[config.mk]
export PLATFORM = sky130hd
export DESIGN_NAME = gray_incr_arbiter
export DESIGN_NICKNAME = d
export VERILOG_FILES = /design/src/rtl/gray_incr_pkg.sv /design/src/rtl/gray_incr_arbiter_rr.sv /design/src/rtl/gray_incr_arbiter.sv
export SDC_FILE = /design/constraint.sdc
export NUM_CORES = 1
export LEC_CHECK = 0
export CAP_MARGIN = 30
export CORE_ASPECT_RATIO = 0.9
export CORE_MARGIN = 2
export CORE_UTILIZATION = 50
export CTS_BUF_LIST = sky130_fd_sc_hd__clkbuf_16
export DETAILED_ROUTE_END_ITERATION = 7
export DONT_BUFFER_PORTS = 1
export GPL_ROUTABILITY_DRIVEN = 0
export HOLD_SLACK_MARGIN = 0.1
export PLACE_DENSITY = 0.72
export REMOVE_ABC_BUFFERS = 1
export SLEW_MARGIN = 20
export SYNTH_ARGS = -nofsm -noshare
export SYNTH_HDL_FRONTEND = slang
export SYNTH_HIERARCHICAL = 1
export SYNTH_SLANG_ARGS = --single-unit
[constraint.sdc]
create_clock -name clock -period 4.3 [get_ports clock]
set_input_delay 0.86 -clock clock [delete_from_list [all_inputs] [get_ports clock]]
set_output_delay 0.86 -clock clock [all_outputs]
set_load 0.05 [all_outputs]
[src/rtl/gray_incr_pkg.sv]
// Shared definitions for gray_incr_arbiter: parameter defaults, the stage record and bin2gray.
// Stage records are sized for the largest supported build (WIDTH <= 32, NUM_REQ <= 8).
package gray_incr_pkg;

  localparam int WIDTH_DEF   = 32;
  localparam int NUM_REQ_DEF = 4;
  localparam int DATA_MAX_W  = 32;
  localparam int ID_MAX_W    = 3;

  typedef struct packed {
    logic                  valid;
    logic [ID_MAX_W-1:0]   id;
    logic [DATA_MAX_W-1:0] data;
    logic                  wrap;
  } stage_rec_t;

  function automatic logic [DATA_MAX_W-1:0] bin2gray(input logic [DATA_MAX_W-1:0] b);
    return b ^ (b >> 1);
  endfunction

endpackage

[src/rtl/gray_incr_arbiter_rr.sv]
// rr_arbiter: one-hot grant to the first requester at or after ptr, searching upward modulo NUM_REQ.
module rr_arbiter
  import gray_incr_pkg::*;
#(
  parameter int NUM_REQ = NUM_REQ_DEF
) (
  input  logic [NUM_REQ-1:0]         req,
  input  logic [$clog2(NUM_REQ)-1:0] ptr,
  output logic [NUM_REQ-1:0]         grant
);

  localparam int IDW = $clog2(NUM_REQ);

  logic [IDW-1:0] idx;
  logic           found;

  always_comb begin
    grant = '0;
    found = 1'b0;
    idx   = '0;
    for (int i = 0; i < NUM_REQ; i++) begin
      idx = ptr + IDW'(i);
      if (!found && req[idx]) begin
        grant[idx] = 1'b1;
        found      = 1'b1;
      end
    end
  end

endmodule

[src/rtl/gray_incr_arbiter.sv]
// Round-robin arbitrated, 2-stage pipelined binary increment to Gray code converter.
// Optional Gray-adjacency self-checker built when GRAY_INCR_CHECK_EN is defined.
module gray_incr_arbiter
  import gray_incr_pkg::*;
#(
  parameter int WIDTH   = WIDTH_DEF,
  parameter int NUM_REQ = NUM_REQ_DEF
) (
  input  logic                       clock,
  input  logic                       reset,
  input  logic [NUM_REQ-1:0]         req_valid,
  input  logic [NUM_REQ*WIDTH-1:0]   req_data,
  output logic [NUM_REQ-1:0]         req_ready,
  output logic                       rsp_valid,
  input  logic                       rsp_ready,
  output logic [$clog2(NUM_REQ)-1:0] rsp_id,
  output logic [WIDTH-1:0]           rsp_gray,
  output logic                       rsp_wrap,
  output logic                       chk_err
);

  localparam int IDW = $clog2(NUM_REQ);

  logic [NUM_REQ-1:0] grant;
  logic [IDW-1:0]     rr_ptr;
  logic [IDW-1:0]     grant_idx;
  logic               pipe_en;
  logic               accept;
  logic [WIDTH-1:0]   operand;
  logic [WIDTH:0]     incr;
  stage_rec_t         stage_p1;
  stage_rec_t         stage_p2;

  rr_arbiter #(.NUM_REQ(NUM_REQ)) u_arb (
    .req   (req_valid),
    .ptr   (rr_ptr),
    .grant (grant)
  );

  always_comb begin
    grant_idx = '0;
    for (int i = 0; i < NUM_REQ; i++) begin
      if (grant[i]) grant_idx = IDW'(i);
    end
  end

  assign pipe_en   = !stage_p2.valid || rsp_ready;
  assign req_ready = (pipe_en && !reset) ? grant : '0;
  assign accept    = |(req_valid & req_ready);
  assign operand   = req_data[int'(grant_idx)*WIDTH +: WIDTH];
  assign incr      = {1'b0, operand} + (WIDTH+1)'(1);

  always_ff @(posedge clock) begin
    if (reset) begin
      rr_ptr   <= '0;
      stage_p1 <= '0;
      stage_p2 <= '0;
    end else begin
      if (accept) rr_ptr <= grant_idx + IDW'(1);
      if (pipe_en) begin
        // p0 -> p1: accepted operand incremented, carry-out kept as wrap
        stage_p1.valid <= accept;
        stage_p1.id    <= ID_MAX_W'(grant_idx);
        stage_p1.data  <= DATA_MAX_W'(incr[WIDTH-1:0]);
        stage_p1.wrap  <= incr[WIDTH];
        // p1 -> p2: sum converted to Gray
        stage_p2.valid <= stage_p1.valid;
        stage_p2.id    <= stage_p1.id;
        stage_p2.data  <= bin2gray(stage_p1.data);
        stage_p2.wrap  <= stage_p1.wrap;
      end
    end
  end

  assign rsp_valid = stage_p2.valid;
  assign rsp_id    = IDW'(stage_p2.id);
  assign rsp_gray  = WIDTH'(stage_p2.data);
  assign rsp_wrap  = stage_p2.wrap;

`ifdef GRAY_INCR_CHECK_EN
  logic [WIDTH-1:0] ref_gray_p2;
  logic             chk_err_q;

  function automatic logic one_bit_set(input logic [WIDTH-1:0] x);
    return (x != '0) && ((x & (x - WIDTH'(1))) == '0);
  endfunction

  always_ff @(posedge clock) begin
    if (reset) begin
      ref_gray_p2 <= '0;
      chk_err_q   <= 1'b0;
    end else begin
      // p1 -> p2: Gray of the original operand (sum - 1) for the adjacency check
      if (pipe_en) ref_gray_p2 <= WIDTH'(bin2gray(DATA_MAX_W'(WIDTH'(stage_p1.data) - WIDTH'(1))));
      if (stage_p2.valid && rsp_ready && !one_bit_set(rsp_gray ^ ref_gray_p2)) chk_err_q <= 1'b1;
    end
  end

  assign chk_err = chk_err_q;
`else
  assign chk_err = 1'b0;
`endif

endmodule

# After elaboration in Yosys (flattened, before gate mapping)
# Cells that the tools add are included.
# classes
addsub	5
multipliers	0
div_mod_pow	0
n_lt_le_gt_ge	8
eq_ne	0
shift	1
n_mux	27
bitwise_logic	5
n_reduce_logical	15
# ops
operator	count
$shiftx 128x8->32	1
$add 32x1->33 const B	1
$xor 32x31->32	1
$mux 4	5
$lt 2x3->1 const B	4
$mux 1	12
$or 4x4->4	3
$bmux 1 s2	4
$demux 1 s2	4
$ge 2x1->1 const B	4
$logic_and 1x1->1	8
$logic_not 1->1	5
$add 2x1->2 const B	2
$add 2x2->2 const B	2
$and 4x4->4	1
$mux 2	2
$reduce_or 4->1	1
$logic_or 1x1->1	1
# word_totals
reg_bits	74
latchBits	0
mem_bits_rw	0
mem_bits_ro	0
in_bits	135
out_inout_bits	41
wordCells	70
n_memories	0

# Logic depth before layout (Yosys ltp)
# Gate-level depths: netlist (run 1).
# depth
word_depth	17
mapped_depth	18
mapped_depth_nobuf	14

# Modules after synthesis
# Netlist (run 1), hierarchy kept.
# modules_own_cells
mod	instances	cells_per_inst	area_each_um2	seq_area_each_um2
gray_incr_arbiter	1	612	5046.1	1481.4
rr_arbiter	1	36	337.8	0.0

# Worst setup path after synthesis (run 1)
# OpenSTA, ideal clock, no wires.
# synth_path
path_kind	input-to-output
start	input req_valid[3]
end	output req_ready[2]
t_arrival_ps	3224
t_required_ps	3440
setup_slack_ps	216
cell_stages	8
path_buffers	2
path_cell_list	mux4_2 buf_6 nor4b_4 nand2_1 o211ai_1 inv_2 buf_1 nor2_1
# synth_via
elab_chain_cells	13
elab_cells_between_ends	25
cone_classes	mux: 16; bitwise: 3; reduce/logical: 6
# synth_lines
item	line	rtl
start: declaration	gray_incr_arbiter.sv:11	input logic [NUM_REQ-1:0] req_valid,
$bmux 1 s2	gray_incr_arbiter_rr.sv:23	if (!found && req[idx]) begin
$mux 1 (not written as such)	gray_incr_arbiter_rr.sv:23	
$mux 1	gray_incr_arbiter_rr.sv:23	
$logic_not 1->1	gray_incr_arbiter_rr.sv:23	
$logic_and 1x1->1	gray_incr_arbiter_rr.sv:23	
$mux 1	gray_incr_arbiter_rr.sv:23	
$logic_not 1->1	gray_incr_arbiter_rr.sv:23	
$logic_and 1x1->1	gray_incr_arbiter_rr.sv:23	
$mux 1	gray_incr_arbiter_rr.sv:23	
$logic_not 1->1	gray_incr_arbiter_rr.sv:23	
$logic_and 1x1->1	gray_incr_arbiter_rr.sv:23	
$mux 4 (*)	gray_incr_arbiter_rr.sv:23	
net grant[2]	gray_incr_arbiter.sv:24	logic [NUM_REQ-1:0] grant;
$mux 4 (*)	gray_incr_arbiter.sv:48	assign req_ready = (pipe_en && !reset) ? grant : '0;
end: declaration	gray_incr_arbiter.sv:13	output logic [NUM_REQ-1:0] req_ready,
# The timed path passes the listed nets; every way through them passes the cells marked *. The select of a mux whose other input is x is not followed.

# Worst setup path in the final report (run 1)
# layout_path
start	register rr_ptr[1]
end	output req_ready[2]
# layout_via
elab_chain_cells	13
elab_cells_between_ends	48
cone_classes	add/sub: 3; order compare: 8; mux: 24; bitwise: 3; reduce/logical: 10
# layout_lines
item	line	rtl
start: declaration	gray_incr_arbiter.sv:25	logic [IDW-1:0] rr_ptr;
start signal: assignment	gray_incr_arbiter.sv:59	if (accept) rr_ptr <= grant_idx + IDW'(1);
branches (longest 11 deep; another with $lt 2x3->1)	n/a	
$mux 4 (*)	gray_incr_arbiter_rr.sv:23	
net grant[2]	gray_incr_arbiter.sv:24	
$mux 4 (*)	gray_incr_arbiter.sv:48	
# Mark *: on every way through the listed nets, which the timed path passes. The select of a mux whose other input is x is not followed.

==> results of run 1 <==
[how the worst max path moves through the flow]
stage,startpoint,endpoint,slack (ps),cells past startpoint
5_1_grt,rr_ptr[1],stage_p1[27],-20,17
4_1_cts,rr_ptr[1],req_ready[3],8,11
6_report,rr_ptr[1],req_ready[2],190,11
2_1_floorplan,req_valid[3],stage_p1[21],-2480,12
3_5_place_dp,req_valid[3],stage_p1[32],-130,13
3_3_place_gp,req_valid[3],stage_p1[32],30,13
[through the flow]
stage / hold WS, ps / setup WS, ps / setup TNS [ps] / util, % / cells
2_1_floorplan: 430 / -2480 / -76660 / - / 599
3_3_place_gp: 434 / 31.6 / 0 / 55.0 / 780
3_5_place_dp: 442 / -133 / -751 / 55.0 / 780
4_1_cts: 455 / 7.95 / 0 / 57.6 / 796
5_1_grt: 469 / -22.4 / -43.0 / 59.3 / 810
6_report: 454 / 194 / 0 / 59.3 / 810
[flip-flops by register name (all words and copies together) (netlist names)]
name and cells:
rr_ptr 2, stage_p1 36, rsp_valid 1, rsp_id 2
rsp_gray 32, rsp_wrap 1
[where the power goes]
part | switching [mW] | internal, mW | total, mW
clock network | 0.297 | 0.383 | 0.680
logic | 2.15 | 1.98 | 4.13
registers | 0.758 | 1.00 | 1.76
total | 3.21 | 3.36 | 6.57
[routing by layer]
metal / wire [µm] / track usage (%) / vias to the layer above
li1: - / - / 2407
met1: 6750 / 32.2 / 2394
met2: 7760 / 46.0 / 240
met3: 1550 / 9.25 / 33
met4: 348 / 10.0 / 0
met5: 0 / 0 / -
[cell families (layout without fill, tap and decap cells)]
family / Yosys count / count (layout)
compound gates: 148 / 148
simple gates: 266 / 266
mux: 49 / 49
flops: 74 / 74
buf+inv: 61 / 94
fa+ha+maj: 7 / 7
other cells: 1 / 1
xor+xnor: 42 / 42
[repair_timing]
action                                  CTS  global route
endpoints found under the hold margin     0             0
resized for setup                         0            12
endpoints found under the setup margin    0            27
buffers inserted                          0            11
[worst reg2reg max path: stages (launching register included)]
cell	delay (ps)
dfxtp_2	420
inv_1	90
ha_1	310
mux4_2	390
nor4b_4	370
nand2_1	90
o211ai_1	110
buf_4	180
buf_2	220
buf_4	140
mux2i_1	60
a211o_1	330
buf_4	160
nand4b_1	200
nor3_1	180
buf_4	220
nand4_1	160
xnor2_1	170
o21ai_0	100
[cell usage after synthesis (3+ instances only)]
master | n | area share [%]
a21o_2 | 4 | 0.65
xnor2_1 | 39 | 6.3
a31o_2 | 3 | 0.49
a31oi_1 | 7 | 0.81
nand2_1 | 60 | 4.2
inv_1 | 11 | 0.77
xor2_1 | 3 | 0.49
a211oi_2 | 9 | 2.1
nor2_1 | 70 | 4.9
buf_1 | 3 | 0.21
and3_1 | 4 | 0.46
a211oi_1 | 47 | 6.6
nor2b_1 | 25 | 2.9
buf_4 | 7 | 0.98
buf_6 | 5 | 1.0
mux2i_1 | 34 | 6.3
a21o_1 | 3 | 0.42
nand3b_1 | 14 | 2.0
ha_1 | 7 | 1.6
nand2b_1 | 5 | 0.58
mux2_2 | 11 | 2.3
or2_1 | 3 | 0.35
nor3_1 | 6 | 0.56
o211ai_1 | 9 | 1.3
nor3b_1 | 19 | 2.6
buf_2 | 7 | 0.65
a21oi_1 | 27 | 2.5
clkbuf_1 | 26 | 1.8
a221o_1 | 4 | 0.74
nand4b_1 | 3 | 0.49
dfxtp_1 | 74 | 28
and2_1 | 5 | 0.58
nor4_1 | 3 | 0.35
nand3_1 | 23 | 2.1
o21ai_0 | 12 | 1.1
nand4_1 | 8 | 0.93
[area by class of cell]
type / instances / area (µm²) / area share (%)
sequential: 74 / 1480 / 24.1
clock inverter: 7 / 37.5 / 0.610
clock buffer: 9 / 225 / 3.66
inverter: 12 / 45.0 / 0.732
timing repair buffer: 66 / 572 / 9.29
multi-input combinational: 513 / 3630 / 59.0
tap: 129 / 161 / 2.62
[layout by cell type (no fill, tap or decap), drive strengths merged, types with 4 or more instances in the layout]
| master | n |
|---|---|
| xnor2 | 39 |
| a221o | 4 |
| inv | 13 |
| mux2i | 34 |
| nor2b | 25 |
| o211ai | 9 |
| clkinv | 5 |
| mux4 | 4 |
| ha | 7 |
| and2 | 5 |
| and3 | 4 |
| nand4 | 10 |
| clkbuf | 10 |
| nand3 | 23 |
| a21o | 7 |
| nor3b | 19 |
| a211oi | 57 |
| nand2b | 5 |
| nor2 | 71 |
| o21ai | 12 |
| nand3b | 14 |
| a31oi | 7 |
| buf | 65 |
| nor3 | 9 |
| nand2 | 60 |
| mux2 | 11 |
| nor4 | 6 |
| dfxtp | 74 |
| a21oi | 27 |
==> run summary, run 1 <==
Req. time, crit path: 3440 ps
maximum clock insertion buffer count: 2
Pre-Repair DR Iteration Count: 5
Initial Util: 51.9%
input/output buffers: 0
Detail Placement HPWL: 11600 µm
cell breakdown of the critical path: inv_1, ha_1, mux4_2, nor4b_4, nand2_1, o211ai_1, buf_4, inv_2, buf_4, nor2_1, buf_4
Sink Count: 74
Overall Global Routing Usage: 27.1%
Worst R2R Path Depth: 18
total power: 6.57 mW
synth unique cells: 74
worst path bufs/invs: 5
initial antenna violation count: 0
Power per Cell Area: 1070 nW/µm²
Area Growth Syn to Fin: 14.3%
largest net degree at the start of global routing: 97
most used cell, CP: buf_4
Cells after Synth: 648
Post-Synth Simple-Gate Area: 27.0%
Final period util: 95.5%
H-tree depth: 3
Die W: 113 µm
CP arrival: 3250 ps
total CTS buffers: 9
Site Rows: 35
vias in the first global route: 4854
Leak: 2.39 nW
Worst-Margin Slew: 1010 ps
complex-gate fraction of the synthesized area: 20.7%
vias per inst: 6.26
grt ovf: 0
largest family of logic cells by synthesized area: simple AND/OR/NAND/NOR gates
Worst Setup Start Kind: register
Slew Viols, Final: 0
DIE AREA: 11600 µm²
via count: 5074
largest fanout on the critical path: 13
worst stage delay on the critical path: 420 ps
Worst Hold End: rsp_id[1]
# IOs: 176
R2R Setup Slk: 230 ps
DIE HEIGHT: 102 µm
clk slew on worst S/H paths: 60 ps
core footprint: 10400 µm²
status: complete, no violations
Max Cap Viol: 0
worst skew pair latency: 340 ps
CTS root buf: clkbuf_16
DRT Wirelength: 16400 µm
reg2reg end: stage_p1[29]
CP max-delay cell: dfxtp_2
initial DRC count: 292
Fin. Hold Viols: 0
Final nets: 818
first-pass GRT wire length: 24600 µm
post-route antenna net violation count: 0
sequential area share after synthesis: 27.5%
Post-CTS Hold Buffers: 0
Synth Flop Type: dfxtp_1
Top Family by Delay on Critical Path: buffers and inverters
synthesis-stage register bit count: 74
Slew HR: 32.3%
max frequency: 244 MHz
critical path class: reg -> out
Worst VDD drop: 0.000634 V
fin area: 6160 µm²
Setup crit end kind: output port
Syn Std Cell Area: 5380 µm²
Post-synth EDFFs: 0
fill count: 925
hold depth: 2
Hold Startpoint: stage_p1[34]
CTS tree: built
final setup vio count: 0
DRC Markers: 0
Adder-Cell Fraction of Synth Area: 1.63%
Synth Warn #: 6
number of diodes: 0
multiplexer area fraction after synthesis: 10.4%
Post-synth ARST share: 0%
layout cells sized above 1: 19.2%
Worst R2R Start: rr_ptr[1]
Placed Area: 5710 µm²
final worst path period need: 4110 ps
XOR/XNOR share of the synthesized area: 6.83%
wire length per cell after detailed routing: 20.3 µm
mean post-synth cell area: 8.31 µm²
class of the worst hold path: reg -> reg
clk_skew: 5.15 ps
Power figures use the tool's default switching activity.
==> inputs of run 2 (changes only) <==
--- a/config.mk
+++ b/config.mk
@@ -16,7 +16,6 @@
 export HOLD_SLACK_MARGIN = 0.1
 export PLACE_DENSITY = 0.72
 export REMOVE_ABC_BUFFERS = 1
-export SLEW_MARGIN = 20
 export SYNTH_ARGS = -nofsm -noshare
 export SYNTH_HDL_FRONTEND = slang
 export SYNTH_HIERARCHICAL = 1
==> results of run 2 <==
The final DEF is identical to that of run 1; final timing and power are the same.
==> inputs of run 3 (changes only) <==
--- a/config.mk
+++ b/config.mk
@@ -8,13 +8,12 @@
 export CAP_MARGIN = 30
 export CORE_ASPECT_RATIO = 0.9
 export CORE_MARGIN = 2
-export CORE_UTILIZATION = 50
+export CORE_UTILIZATION = 48
 export CTS_BUF_LIST = sky130_fd_sc_hd__clkbuf_16
 export DETAILED_ROUTE_END_ITERATION = 7
 export DONT_BUFFER_PORTS = 1
 export GPL_ROUTABILITY_DRIVEN = 0
 export HOLD_SLACK_MARGIN = 0.1
-export PLACE_DENSITY = 0.72
 export REMOVE_ABC_BUFFERS = 1
 export SYNTH_ARGS = -nofsm -noshare
 export SYNTH_HDL_FRONTEND = slang
==> run summary, run 3 (synthesized netlist as in run 1, its figures left out) <==
status: complete, no violations
Pre-Repair DR Iteration Count: 5
fill count: 1041
Critical Path Stages: 14
Sink Count: 74
total CTS buffers: 9
Worst R2R Path Depth: 14
Leak: 2.37 nW
H-tree depth: 3
met3 WL: 1510 µm
critical path class: reg -> reg
Setup crit end kind: register
Post-CTS Hold Buffers: 0
CTS root buf: clkbuf_16
vias per inst: 5.95
core footprint: 10900 µm²
Final period util: 94.3%
Max Cap Viol: 0
CTS tree: built
worst stage delay on the critical path: 610 ps
final worst path period need: 4060 ps
Slew Viols, Final: 0
cell breakdown of the critical path: buf_4, mux4_2, nor4b_4, nand2_1, o211ai_1, buf_12, buf_4, mux2i_1, a211oi_1, a32oi_1, or4_1, or2_1, a21oi_1, nand3_1
largest net degree at the start of global routing: 97
Initial Util: 49.4%
largest fanout on the critical path: 25
clk_skew: 4.95 ps
Largest Register: stage_p1
top layer in use: met4
class of the worst hold path: reg -> reg
initial antenna violation count: 0
worst path bufs/invs: 3
first-pass GRT wire length: 24800 µm
commonest non-fill, non-tap cell in the layout: dfxtp_1
via count: 4880
max frequency: 247 MHz
DRT Wirelength: 16100 µm
Power per Cell Area: 1060 nW/µm²
hold depth: 2
number of diodes: 0
vias in the first global route: 4790
RSZ-0062 raised after global routing: false
clk slew on worst S/H paths: 60 ps
most frequent cells in the layout: 73 x dfxtp_1, 70 x nor2_1, 60 x nand2_1, 47 x a211oi_1, 47 x buf_4
Area Growth Syn to Fin: 14.3%
total power: 6.52 mW
Die W: 116 µm
Final nets: 805
most used cell, CP: buf_4
CP arrival: 4290 ps
metal1 wirelength: 6770 µm
DIE HEIGHT: 104 µm
wire length per cell after detailed routing: 19.6 µm
Fin. Hold Viols: 0
initial DRC count: 351
post-route antenna net violation count: 0
maximum clock insertion buffer count: 2
final setup vio count: 0
CP max-delay cell: mux4_2
input/output buffers: 0
worst skew pair latency: 350 ps
Site Rows: 36
Worst Setup Start Kind: register
DIE AREA: 12100 µm²
Slew HR: 36.9%
Req. time, crit path: 4530 ps
Overall Global Routing Usage: 26.1%
Worst-Margin Slew: 946 ps
layout cells sized above 1: 17.7%
number of flip-flops in the largest register: 36
DRC Markers: 0
Top Family by Delay on Critical Path: simple AND/OR/NAND/NOR gates
Worst VDD drop: 0.000496 V
met2 WL: 7580 µm
worst hold slack: 461 ps
# IOs: 176
grt ovf: 0
Detail Placement HPWL: 11500 µm
## run 3: through the flow
step	utilization [%]	std cells	area, µm²	setup slack [ps]	setup TNS, ps
3_3_place_gp	52.2	797	5690	-2.38	-2.38
5_1_grt	56.5	820	6150	4.02	0
4_1_cts	55.3	813	6030	85.7	0
6_report	56.5	820	6150	243	0
2_1_floorplan	-	599	5110	-2480	-76660
3_5_place_dp	52.2	797	5690	-96.2	-292
## run 3: report_power, final
| part | switching (mW) | leakage, nW | internal [mW] |
|---|---|---|---|
| Sequential | 0.741 | 0.615 | 0.999 |
| Clock | 0.295 | 0.162 | 0.560 |
| Combinational | 2.09 | 1.59 | 1.83 |
| Total | 3.13 | 2.37 | 3.39 |
## run 3: worst min-delay path: stages (launching register included)
cell and delay [ps]:
dfxtp_1 310, nand2_1 60, a21oi_1 60
## run 3: cell type report
type / count / area, µm² / area share (%)
clock inverters: 7 / 109 / 1.77
clock buffers: 9 / 225 / 3.66
flip-flops and latches: 74 / 1480 / 24.1
multi-input cells: 513 / 3650 / 59.3
well taps: 152 / 190 / 3.09
repair buffers: 53 / 452 / 7.34
inverters: 12 / 45.0 / 0.732
## run 3: metal layers
metal / up-vias / GRT usage [%]
li1: 2381 / -
met1: 2297 / 32.8
met2: 183 / 42.2
met3: 19 / 9.85
met4: 0 / 6.04
met5: - / 0
## run 3: path summary, 6_finish.rpt
check                    start  slack (ps)            to
setup reg to reg     rr_ptr[0]         240  stage_p1[32]
setup / recovery     rr_ptr[0]         240  stage_p1[32]
hold reg to reg   stage_p1[33]         460     rsp_id[0]
hold / removal    stage_p1[33]         460     rsp_id[0]
## run 3: repair_timing
action                                  4_1_cts  5_1_grt
endpoints found under the setup margin        0       12
buffers inserted                              0        6
gates resized for setup                       0       15
